<file path="src/rtl/store_buffer.sv">
// -----------------------------------------------------------------------------
// store_buffer
//   Posted-write FIFO between the CPU load/store path and a byte-addressed
//   data memory. Stores retire into the buffer in one cycle and drain to memory
//   one per cycle in program order. Loads share the single memory port. A load
//   that hits a pending store (same word) stalls until every matching entry has
//   drained. A flush request drains the whole buffer and reports completion with
//   a one-cycle pulse.
//
//   Optional feature: define STORE_FWD_EN to forward pending store data to
//   hitting loads when the youngest matching entry fully covers the load.
//
// Ports
//   clk_i, rst_i                    clock, synchronous active-high reset
//   st_valid_i/st_ready_o           store handshake (ready = not full, not flushing)
//   st_byte_i/st_addr_i/st_wd_i     store kind (1 = SB), address, data
//   ld_valid_i/ld_byte_i/ld_addr_i  load request (ld_byte_i 1 = LBU)
//   ld_stall_o/ld_rd_o              load stall and load data
//   flush_i/flush_done_o            drain-all request and completion pulse
//   empty_o                         no pending stores
//   mem_we_o/mem_byte_op_o          memory write enable and byte-op select
//   mem_addr_o/mem_wd_o/mem_rd_i    memory address, write data, read data
// -----------------------------------------------------------------------------
module store_buffer #(
    parameter int DATA_WIDTH = 32,
    parameter int BYTE_WIDTH = 8,
    parameter int DEPTH      = 4
) (
    input  logic                  clk_i,
    input  logic                  rst_i,
    input  logic                  st_valid_i,
    output logic                  st_ready_o,
    input  logic                  st_byte_i,
    input  logic [DATA_WIDTH-1:0] st_addr_i,
    input  logic [DATA_WIDTH-1:0] st_wd_i,
    input  logic                  ld_valid_i,
    input  logic                  ld_byte_i,
    input  logic [DATA_WIDTH-1:0] ld_addr_i,
    output logic                  ld_stall_o,
    output logic [DATA_WIDTH-1:0] ld_rd_o,
    input  logic                  flush_i,
    output logic                  flush_done_o,
    output logic                  empty_o,
    output logic                  mem_we_o,
    output logic                  mem_byte_op_o,
    output logic [DATA_WIDTH-1:0] mem_addr_o,
    output logic [DATA_WIDTH-1:0] mem_wd_o,
    input  logic [DATA_WIDTH-1:0] mem_rd_i
);

    localparam int IDX_W = $clog2(DEPTH);
    localparam int PTR_W = IDX_W + 1;
    // Byte-offset bits within a word; hits compare everything above them.
    localparam int OFS_W = $clog2(DATA_WIDTH / BYTE_WIDTH);

    typedef enum logic {
        RUN   = 1'b0,
        FLUSH = 1'b1
    } state_t;

    state_t                state;
    logic [PTR_W-1:0]      rd_ptr;
    logic [PTR_W-1:0]      wr_ptr;
    logic [PTR_W-1:0]      count;
    logic [PTR_W-1:0]      count_next;
    logic [IDX_W-1:0]      rd_idx;
    logic [IDX_W-1:0]      wr_idx;
    logic [IDX_W-1:0]      scan_idx;

    logic                  ent_byte [DEPTH];
    logic [DATA_WIDTH-1:0] ent_addr [DEPTH];
    logic [DATA_WIDTH-1:0] ent_wd   [DEPTH];

    logic                  empty;
    logic                  full;
    logic                  hit;
    logic                  load_port;
    logic                  pop;
    logic                  push;
    logic                  fwd_ok;
    logic [DATA_WIDTH-1:0] fwd_data;

    assign rd_idx = rd_ptr[IDX_W-1:0];
    assign wr_idx = wr_ptr[IDX_W-1:0];
    assign count  = wr_ptr - rd_ptr;
    assign empty  = (wr_ptr == rd_ptr);
    // Extra pointer MSB distinguishes full from empty when the indices match.
    assign full   = (wr_ptr[IDX_W] != rd_ptr[IDX_W]) && (wr_idx == rd_idx);

`ifdef STORE_FWD_EN
    logic [IDX_W-1:0] yng_idx;
`endif

    // Scan oldest to youngest so the last match is the youngest entry.
    always_comb begin
        hit      = 1'b0;
        scan_idx = rd_idx;
`ifdef STORE_FWD_EN
        yng_idx  = rd_idx;
`endif
        for (int k = 0; k < DEPTH; k++) begin
            scan_idx = rd_idx + IDX_W'(k);
            if ((PTR_W'(k) < count) &&
                (ent_addr[scan_idx][DATA_WIDTH-1:OFS_W] == ld_addr_i[DATA_WIDTH-1:OFS_W])) begin
                hit = 1'b1;
`ifdef STORE_FWD_EN
                yng_idx = scan_idx;
`endif
            end
        end
    end

`ifdef STORE_FWD_EN
    function automatic logic [DATA_WIDTH-1:0] select_byte(input logic [DATA_WIDTH-1:0] word,
                                                           input logic [OFS_W-1:0]      lane);
        logic [DATA_WIDTH-1:0] shifted;
        shifted = word >> (lane * BYTE_WIDTH);
        return DATA_WIDTH'(shifted[BYTE_WIDTH-1:0]);
    endfunction

    // Forward only when the youngest match covers every byte the load reads.
    always_comb begin
        fwd_ok   = 1'b0;
        fwd_data = '0;
        if (hit && (state == RUN) && !full) begin
            if (!ent_byte[yng_idx]) begin
                fwd_ok   = 1'b1;
                fwd_data = ld_byte_i ? select_byte(ent_wd[yng_idx], ld_addr_i[OFS_W-1:0])
                                     : ent_wd[yng_idx];
            end else if (ld_byte_i && (ent_addr[yng_idx] == ld_addr_i)) begin
                fwd_ok   = 1'b1;
                fwd_data = select_byte(ent_wd[yng_idx], '0);
            end
        end
    end
`else
    assign fwd_ok   = 1'b0;
    assign fwd_data = '0;
`endif

    // Port arbitration: a clean load wins unless the buffer is full or flushing.
    assign load_port  = (state == RUN) && ld_valid_i && !hit && !full;
    assign pop        = !empty && ((state == FLUSH) || !load_port);
    assign st_ready_o = (state == RUN) && !full;
    assign push       = st_valid_i && st_ready_o;
    assign count_next = count + PTR_W'(push) - PTR_W'(pop);

    assign ld_stall_o = ld_valid_i && ((hit && !fwd_ok) || full || (state == FLUSH));
    assign ld_rd_o    = fwd_ok ? fwd_data : mem_rd_i;
    assign empty_o    = empty;

    assign mem_we_o      = pop;
    assign mem_byte_op_o = pop ? ent_byte[rd_idx] : ld_byte_i;
    assign mem_addr_o    = pop ? ent_addr[rd_idx] : ld_addr_i;
    assign mem_wd_o      = ent_wd[rd_idx];

    // Control state: pointers, FSM and the completion pulse.
    always_ff @(posedge clk_i) begin
        if (rst_i) begin
            rd_ptr       <= '0;
            wr_ptr       <= '0;
            state        <= RUN;
            flush_done_o <= 1'b0;
        end else begin
            if (push) wr_ptr <= wr_ptr + 1'b1;
            if (pop)  rd_ptr <= rd_ptr + 1'b1;
            flush_done_o <= 1'b0;
            case (state)
                RUN: begin
                    // A flush that empties the buffer in its own cycle completes at once.
                    if (flush_i) begin
                        if (empty || (count_next == '0)) flush_done_o <= 1'b1;
                        else                             state        <= FLUSH;
                    end
                end
                FLUSH: begin
                    if (count_next == '0) begin
                        state        <= RUN;
                        flush_done_o <= 1'b1;
                    end
                end
                default: state <= RUN;
            endcase
        end
    end

    // Entry payload: no reset, contents only matter between push and pop.
    always_ff @(posedge clk_i) begin
        if (push) begin
            ent_byte[wr_idx] <= st_byte_i;
            ent_addr[wr_idx] <= st_addr_i;
            ent_wd[wr_idx]   <= st_wd_i;
        end
    end

endmodule

</file>
<file path="config.mk">
export PLATFORM = sky130hd
export DESIGN_NAME = store_buffer
export DESIGN_NICKNAME = d
export VERILOG_FILES = /design/src/rtl/store_buffer.sv
export SDC_FILE = /design/constraint.sdc
export NUM_CORES = 1
export LEC_CHECK = 0
export CAP_MARGIN = 20
export CORE_ASPECT_RATIO = 1.25
export CORE_MARGIN = 2
export CORE_UTILIZATION = 57
export CTS_CLUSTER_DIAMETER = 50
export DETAILED_ROUTE_END_ITERATION = 7
export GPL_TIMING_DRIVEN = 0
export MAX_ROUTING_LAYER = met4
export PLACE_DENSITY = 0.87
export SYNTH_ARGS = -nofsm -noshare
export SYNTH_HDL_FRONTEND = slang
export SYNTH_SLANG_ARGS = --single-unit
</file>
<file path="constraint.sdc">
create_clock -name clk_i -period 13.5 [get_ports clk_i]
set_clock_uncertainty 0.05 [all_clocks]
set_input_delay 4.05 -clock clk_i [delete_from_list [all_inputs] [get_ports clk_i]]
set_output_delay 4.05 -clock clk_i [all_outputs]
set_load 0.02 [all_outputs]
</file>
==> flow_summary_export.csv, run 1 <==
group,metric,value,unit
yosys,syn-instance-count,889,
finish,drive_above_1_share,22.8,%
sta,fmax,0.0785,GHz
clock_tree,postCtsHoldBufs,0,
clock_tree,clk_pin_slew,0.07,ns
pwr,peakVddDrop,155,uV
clock_tree,cts_tree,"done",
clock_tree,numCtsBuffers,28,
run,cap_violations,0,
worst_setup_path,rrSetupSlack,6.88,ns
detailed_routing,drc,0,
sta,worstMarginPinSlew,1.07,ns
finish,fin_area,17900,sq um
sta,hold_violations,0,
worst_setup_path,crit_fanout,11,
yosys,synth_edf_count,260,
place,place_ws,0.976,ns
global_route,grt_start_max_net_pins,35,
place,placed_cell_area,17000,sq um
clock_tree,htreeDepth,1,
floorplanning,core-area,25300,sq um
sta,maxSlewHeadroom,28.9,%
sta,period_share,94.3,%
floorplanning,fp-row-count,65,
worst_setup_path,cp.required,9.40,ns
pwr,powerDensity,212,nW/um^2
yosys,synth_most_common_cell,"edfxtp_1",
worst_setup_path,cp-end-kind,"primary output",
yosys,yosys.area.top_type,"edfxtp_1",
floorplanning,die_w,148,um
detailed_routing,drt-wirelength-per-cell,28.9,um
sta,setup_slack,0.767,ns
worst_setup_path,worst-r2r-cell-count,20,
detailed_routing,vias,9456,
global_route,grt_antenna_before_repair,1,
finish,fill_cells,1627,
place,gp_congestion,0.976,
pwr,p_leak,5.69,nW
yosys,ys_ff_latch,270,
worst_setup_path,r2r-start,"rd_ptr[0]",
floorplanning,ios,237,
yosys,synth.distinct_cells,59,
finish,area_growth,22.0,%
sta,finalSetupViolations,0,
clock_tree,max-clock-path-buffers,3,
worst_setup_path,critPathArrivalTime,8.63,ns
run_status,status,"finished, final reports clean",
yosys,ys.flop_type,"edfxtp_1",
yosys,netlist_top_cells_area,"edfxtp_1, mux4_2, xnor2_1",
yosys,synth_area,14700,sq um
clock_tree,cts_resized,0,
sta,finalCriticalPeriod,12.73,ns
clock_tree,cts_root_buffer,"clkbuf_16",
clock_tree,cts.sinks,270,
detailed_routing,vias_per_cell,6.49,
yosys,synth_common_cells,"edfxtp_1, mux4_2, xnor2_1, mux2i_1, buf_4",
place,portBuffers,177,
detailed_routing,routed_wl,42.1,mm
floorplanning,dieArea,27100,sq um
global_route,overflow,0,
detailed_routing,drt-pass1-iter-count,5,
finish,final_nets,1248,
yosys,yosys_warnings,0,
global_route,grt_usage,32.4,%
place,hpwl,29.6,mm
pwr,finalPower,3.80,mW
yosys,ys_seq_area_share,54.5,%
clock_tree,clock_latency,0.55,ns
worst_setup_path,critPathKind,"input port to primary output",
global_route,grt_pass1_wl,62.0,mm
worst_setup_path,worstSetupStartpoint,"ld_addr_i[13]",
worst_setup_path,crit_path_end,"mem_addr_o[3]",
worst_setup_path,r2r_end,"flush_done_o",
yosys,synth_fp_nets,1037,
worst_setup_path,critPathLaunchType,"input port",
floorplanning,die-height,184,um
yosys,synth-async-reset-ratio,0,%
detailed_routing,drt_iter0_markers,789,
yosys,synthDominantCellAreaShare,53.1,%
sta,slew_violations,0,
global_route,grt_pass1_vias,9861,
detailed_routing,antenna_left,0,
sta,grt_setup_unrepaired,"false",
hold_path,worstHoldPathType,"flip-flop to flip-flop",
clock_tree,post_cts_buffers,0,
yosys,syn_avg_cell_area,16.5,sq um
sta,timing.setup.tns,0,ns
finish,post-route-util,70.9,%
floorplanning,start_util,58.1,%
-- worst min-delay path by stage --
stage               startpoint  cells after the start  slack, ns      endpoint
CTS                      state                      2       0.51         state
detailed placement       state                      2       0.49         state
global route         wr_ptr[2]                      2       0.54     wr_ptr[2]
global placement         state                      2       0.47  flush_done_o
floorplan                state                      2       0.44  flush_done_o
finish                   state                      2       0.51         state
-- cells by family (layout without fill, tap and decap cells) --
family | count (synthesis) | count (layout) | share of synthesized area, %
multiplexers | 233 | 233 | 27.1
adder cells (fa/ha/maj) | 13 | 13 | 1.21
buffers and inverters | 119 | 351 | 4.38
flip-flops | 270 | 270 | 54.5
AND/OR/NAND/NOR | 81 | 81 | 3.03
XOR/XNOR | 118 | 118 | 7.03
other | 0 | 1 | 0
AO/OA/AOI/OAI | 55 | 55 | 2.79
-- placed cells by master, fill, tap and decap left out, types with 10 or more instances in the layout --
cell type	n
mux2_1	27
buf_1	15
ha_1	11
clkbuf_1	31
edfxtp_1	260
buf_2	20
clkdlybuf4s50_1	177
mux2i_1	66
nand4_1	22
mux2_2	12
nor2_1	14
buf_4	35
xnor2_1	85
dfxtp_1	10
inv_1	14
clkbuf_16	29
mux4_2	128
xor2_1	33
-- registers in the layout (all words and copies together) (netlist names), named ones only --
register	flops
ent_addr	128
ent_byte	4
ent_wd	128
flush_done_o	1
rd_ptr	3
state	1
wr_ptr	3
-- stage by stage --
stage	std cells	hold slack [ns]
2_1_floorplan	889	0.445
3_3_place_gp	1401	0.466
3_5_place_dp	1405	0.491
4_1_cts	1456	0.507
5_1_grt	1457	0.543
6_report	1457	0.512
-- metal layers --
layer	global-route usage, %	wire length [um]
met1	38.9	15100
met2	53.7	21200
met3	6.25	3630
met4	14.5	2180
met5	-	0
-- critical path: stages --
cell and delay (ns):
clkdlybuf4s50_1 0.58, clkbuf_1 0.46, o22ai_1 0.17, a2111oi_0 0.64, nand4_1 0.27, or3_1 0.39, o31a_1 0.33, a21oi_4 0.48
buf_6 0.31, mux2i_1 0.26, clkdlybuf4s50_1 0.68
-- power breakdown --
group	leakage (nW)	switching (mW)	internal [mW]	total, mW
Combinational	2.78	1.05	0.893	1.94
Sequential	2.46	0.0514	1.02	1.07
Clock	0.452	0.329	0.454	0.782
Total	5.69	1.43	2.37	3.80
-- layout make-up --
type                       instances  area, sq um  area share [%]
sequential                       270         8010            44.6
multi-input combinational        500         6070            33.8
timing repair buffer             181         1850            10.3
clock buffer                      32          737            4.11
buffer                           103          584            3.26
tap                              335          419            2.34
clock inverter                    19          205            1.14
inverter                          16         60.1           0.335
antenna                            1         2.50          0.0140
No activity file was read; power rests on OpenSTA's default activity.
==> inputs of run 2 (changes only) <==
==> config.mk (replaced) <==
export PLATFORM = sky130hd
export DESIGN_NAME = store_buffer
export DESIGN_NICKNAME = d
export VERILOG_FILES = /design/src/rtl/store_buffer.sv
export SDC_FILE = /design/constraint.sdc
export NUM_CORES = 1
export LEC_CHECK = 0
export ABC_AREA = 1
export CAP_MARGIN = 20
export CORE_ASPECT_RATIO = 1.25
export CORE_MARGIN = 10
export CORE_UTILIZATION = 45
export CTS_CLUSTER_DIAMETER = 50
export DETAILED_ROUTE_END_ITERATION = 7
export GPL_TIMING_DRIVEN = 0
export MAX_ROUTING_LAYER = met4
export PLACE_DENSITY = 0.72
export SYNTH_ARGS = -nofsm -noshare
export SYNTH_HDL_FRONTEND = slang
export SYNTH_SLANG_ARGS = --single-unit
==> flow_summary_export.csv, run 2 <==
group,metric,value,unit
worst_setup_path,worstSetupStartpoint,"ld_addr_i[7]",
sta,slew_violations,0,
worst_setup_path,max_stage_delay,0.81,ns
run_status,status,"finished, final reports clean",
worst_setup_path,path_cells,"clkdlybuf4s50_1 -> inv_1 -> nand3_1 -> nand4_1 -> nor2_1 -> nand2_1 -> nor2_1 -> nand2_1 -> nand2_1 -> nand2_1 -> nand3_2 -> nand2_2 -> clkbuf_1 -> o21ai_1 -> clkdlybuf4s50_1",
finish,area_growth,24.6,%
sta,finalCriticalPeriod,11.80,ns
yosys,synth_fp_nets,2037,
worst_setup_path,critPathSlowestCell,"clkdlybuf4s50_1",
yosys,yosys_warnings,0,
global_route,overflow,0,
clock_tree,clk_pin_slew,0.06,ns
floorplanning,dieArea,41800,sq um
run,cap_violations,0,
yosys,synth-async-reset-ratio,0,%
sta,hold_violations,0,
clock_tree,postCtsHoldBufs,0,
sta,fmax,0.0847,GHz
sta,finalSetupViolations,0,
finish,largestRegisters,"ent_addr: 128 flops, ent_wd: 128 flops, ent_byte: 4 flops",
worst_setup_path,critPathKind,"input port to primary output",
yosys,synth.distinct_cells,34,
worst_setup_path,critPathLaunchType,"input port",
yosys,ys.flop_type,"edfxtp_1",
worst_setup_path,r2r-start,"rd_ptr[1]",
pwr,p_leak,7.87,nW
detailed_routing,drt-pass1-iter-count,8,
sta,grt_setup_unrepaired,"false",
finish,most-common-layout-cells,"nand2_1, nand3_1, edfxtp_1",
worst_setup_path,r2r_end,"flush_done_o",
worst_setup_path,crit_top_cell,"nand2_1",
hold_path,worstHoldPathType,"flip-flop to flip-flop",
pwr,peakVddDrop,198,uV
detailed_routing,vias_per_cell,5.85,
clock_tree,htreeDepth,1,
floorplanning,core-area,33600,sq um
detailed_routing,drt-wirelength-per-cell,23.7,um
worst_setup_path,cp-end-kind,"primary output",
clock_tree,cts_root_buffer,"clkbuf_16",
global_route,grt_start_max_net_pins,29,
sta,period_share,87.4,%
detailed_routing,antenna_left,0,
detailed_routing,drt_iter0_markers,1914,
floorplanning,ios,237,
finish,mostFrequentLayoutCell,"nand2_1",
finish,final_nets,2282,
finish,drive_above_1_share,7.01,%
yosys,synthDominantCellAreaShare,51.0,%
worst_setup_path,critPathArrivalTime,7.70,ns
pwr,powerDensity,237,nW/um^2
place,hpwl,44.4,mm
floorplanning,die-height,226,um
global_route,grt_antenna_before_repair,1,
floorplanning,start_util,45.5,%
detailed_routing,routed_wl,61.0,mm
floorplanning,fp-row-count,75,
clock_tree,clock_latency,0.58,ns
yosys,ys_ff_latch,270,
yosys,synth_area,15300,sq um
global_route,grt_pass1_wl,88.6,mm
clock_tree,cts_tree,"done",
place,gp_congestion,1.04,
yosys,ys_seq_area_share,52.4,%
clock_tree,numCtsBuffers,30,
yosys,synth_edf_count,260,
worst_setup_path,cp.required,9.40,ns
finish,fill_cells,3081,
yosys,synth_common_cells,"nand2_1, nand3_1, edfxtp_1, nor2_1, o21ai_0",
sta,timing.setup.tns,0,ns
detailed_routing,vias,15092,
hold_path,whs_path_depth,2,
global_route,grt_usage,29.1,%
clock_tree,cts.sinks,270,
clock_tree,cts_resized,0,
sta,maxSlewHeadroom,28.3,%
worst_setup_path,worst-r2r-cell-count,29,
clock_tree,post_cts_buffers,0,
yosys,yosys.area.top_type,"edfxtp_1",
clock_tree,max-clock-path-buffers,3,
global_route,grt_pass1_vias,14585,
yosys,netlist_top_cells_area,"edfxtp_1, nand2_1, nand3_1",
worst_setup_path,crit_fanout,10,
worst_setup_path,rrSetupSlack,7.71,ns
yosys,synth_most_common_cell,"nand2_1",
worst_setup_path,crit_path_end,"mem_addr_o[21]",
yosys,syn_avg_cell_area,8.10,sq um
sta,worstMarginPinSlew,1.08,ns
detailed_routing,drc,0,
place,portBuffers,204,
floorplanning,die_w,185,um
yosys,syn-instance-count,1889,
sta,whs,0.462,ns
-- run 2: cell types whose count changed after synthesis, sizes merged, moves of 47 or more --
cell   previous run  this run
mux2i            66         0
mux4            128         0
xnor2            85         1
nand3             7       353
inv              15        62
nor2             14       124
o21ai             7       117
nand2             8       749
-- run 2: metrics by stage --
stage                     util (%)  setup WS (ns)  cell area, sq um  std cells  total power, mW
after floorplan                  -           3.89             15300       1889             2.59
after global placement        53.2           1.80             17900       2516             3.63
after detailed placement      53.9           1.79             18100       2525             3.67
after CTS                     56.7           1.78             19100       2577             4.48
after global routing          56.7           1.60             19100       2578             4.76
final                         56.7           1.70             19100       2578             4.52
-- run 2: cell families after synthesis --
group | Yosys count | share of synthesized area, %
AND/OR/NAND/NOR | 1236 | 33.4
XOR/XNOR | 12 | 0.687
adder cells (fa/ha/maj) | 13 | 1.16
flip-flops | 270 | 52.4
AO/OA/AOI/OAI | 168 | 6.02
buffers and inverters | 190 | 6.34
-- run 2: worst min path at each step --
stage,slack (ns),start,end
2_1_floorplan,0.41,state,state
3_3_place_gp,0.44,rd_ptr[2],rd_ptr[2]
3_5_place_dp,0.45,rd_ptr[2],rd_ptr[2]
4_1_cts,0.46,rd_ptr[2],rd_ptr[2]
5_1_grt,0.49,state,state
6_report,0.46,state,state
-- run 2: report_power, final --
part           internal, mW  switching (mW)
Combinational         0.835            1.83
Sequential             1.01          0.0456
Clock                 0.459           0.339
Total                  2.31            2.21
-- run 2: final cells by class --
| cell class | count | area [sq um] | share of cell area [%] |
|---|---|---|---|
| diodes | 1 | 2.50 | 0.0131 |
| flip-flops and latches | 270 | 8010 | 42.0 |
| repair buffers | 213 | 2240 | 11.7 |
| well taps | 423 | 529 | 2.78 |
| multi-input cells | 1429 | 6350 | 33.3 |
| clock inverters | 19 | 181 | 0.952 |
| clock buffers | 33 | 783 | 4.11 |
| plain buffers | 128 | 737 | 3.87 |
| inverters | 62 | 233 | 1.22 |
-- run 2: routing by layer --
metal,vias up,routed length [um],track usage (%)
met1,6964,22600,32.7
met5,-,0,-
met4,0,3730,16.6
met3,244,5890,5.48
met2,1000,28800,47.8
li1,6884,-,-
-- run 2: worst max-delay path: cells and delay by family --
family                 cells  cell delay [ns]
AOI/OAI and AO/OA          1             0.35
and+or+nand+nor           10             1.20
buffers and inverters      4             2.09
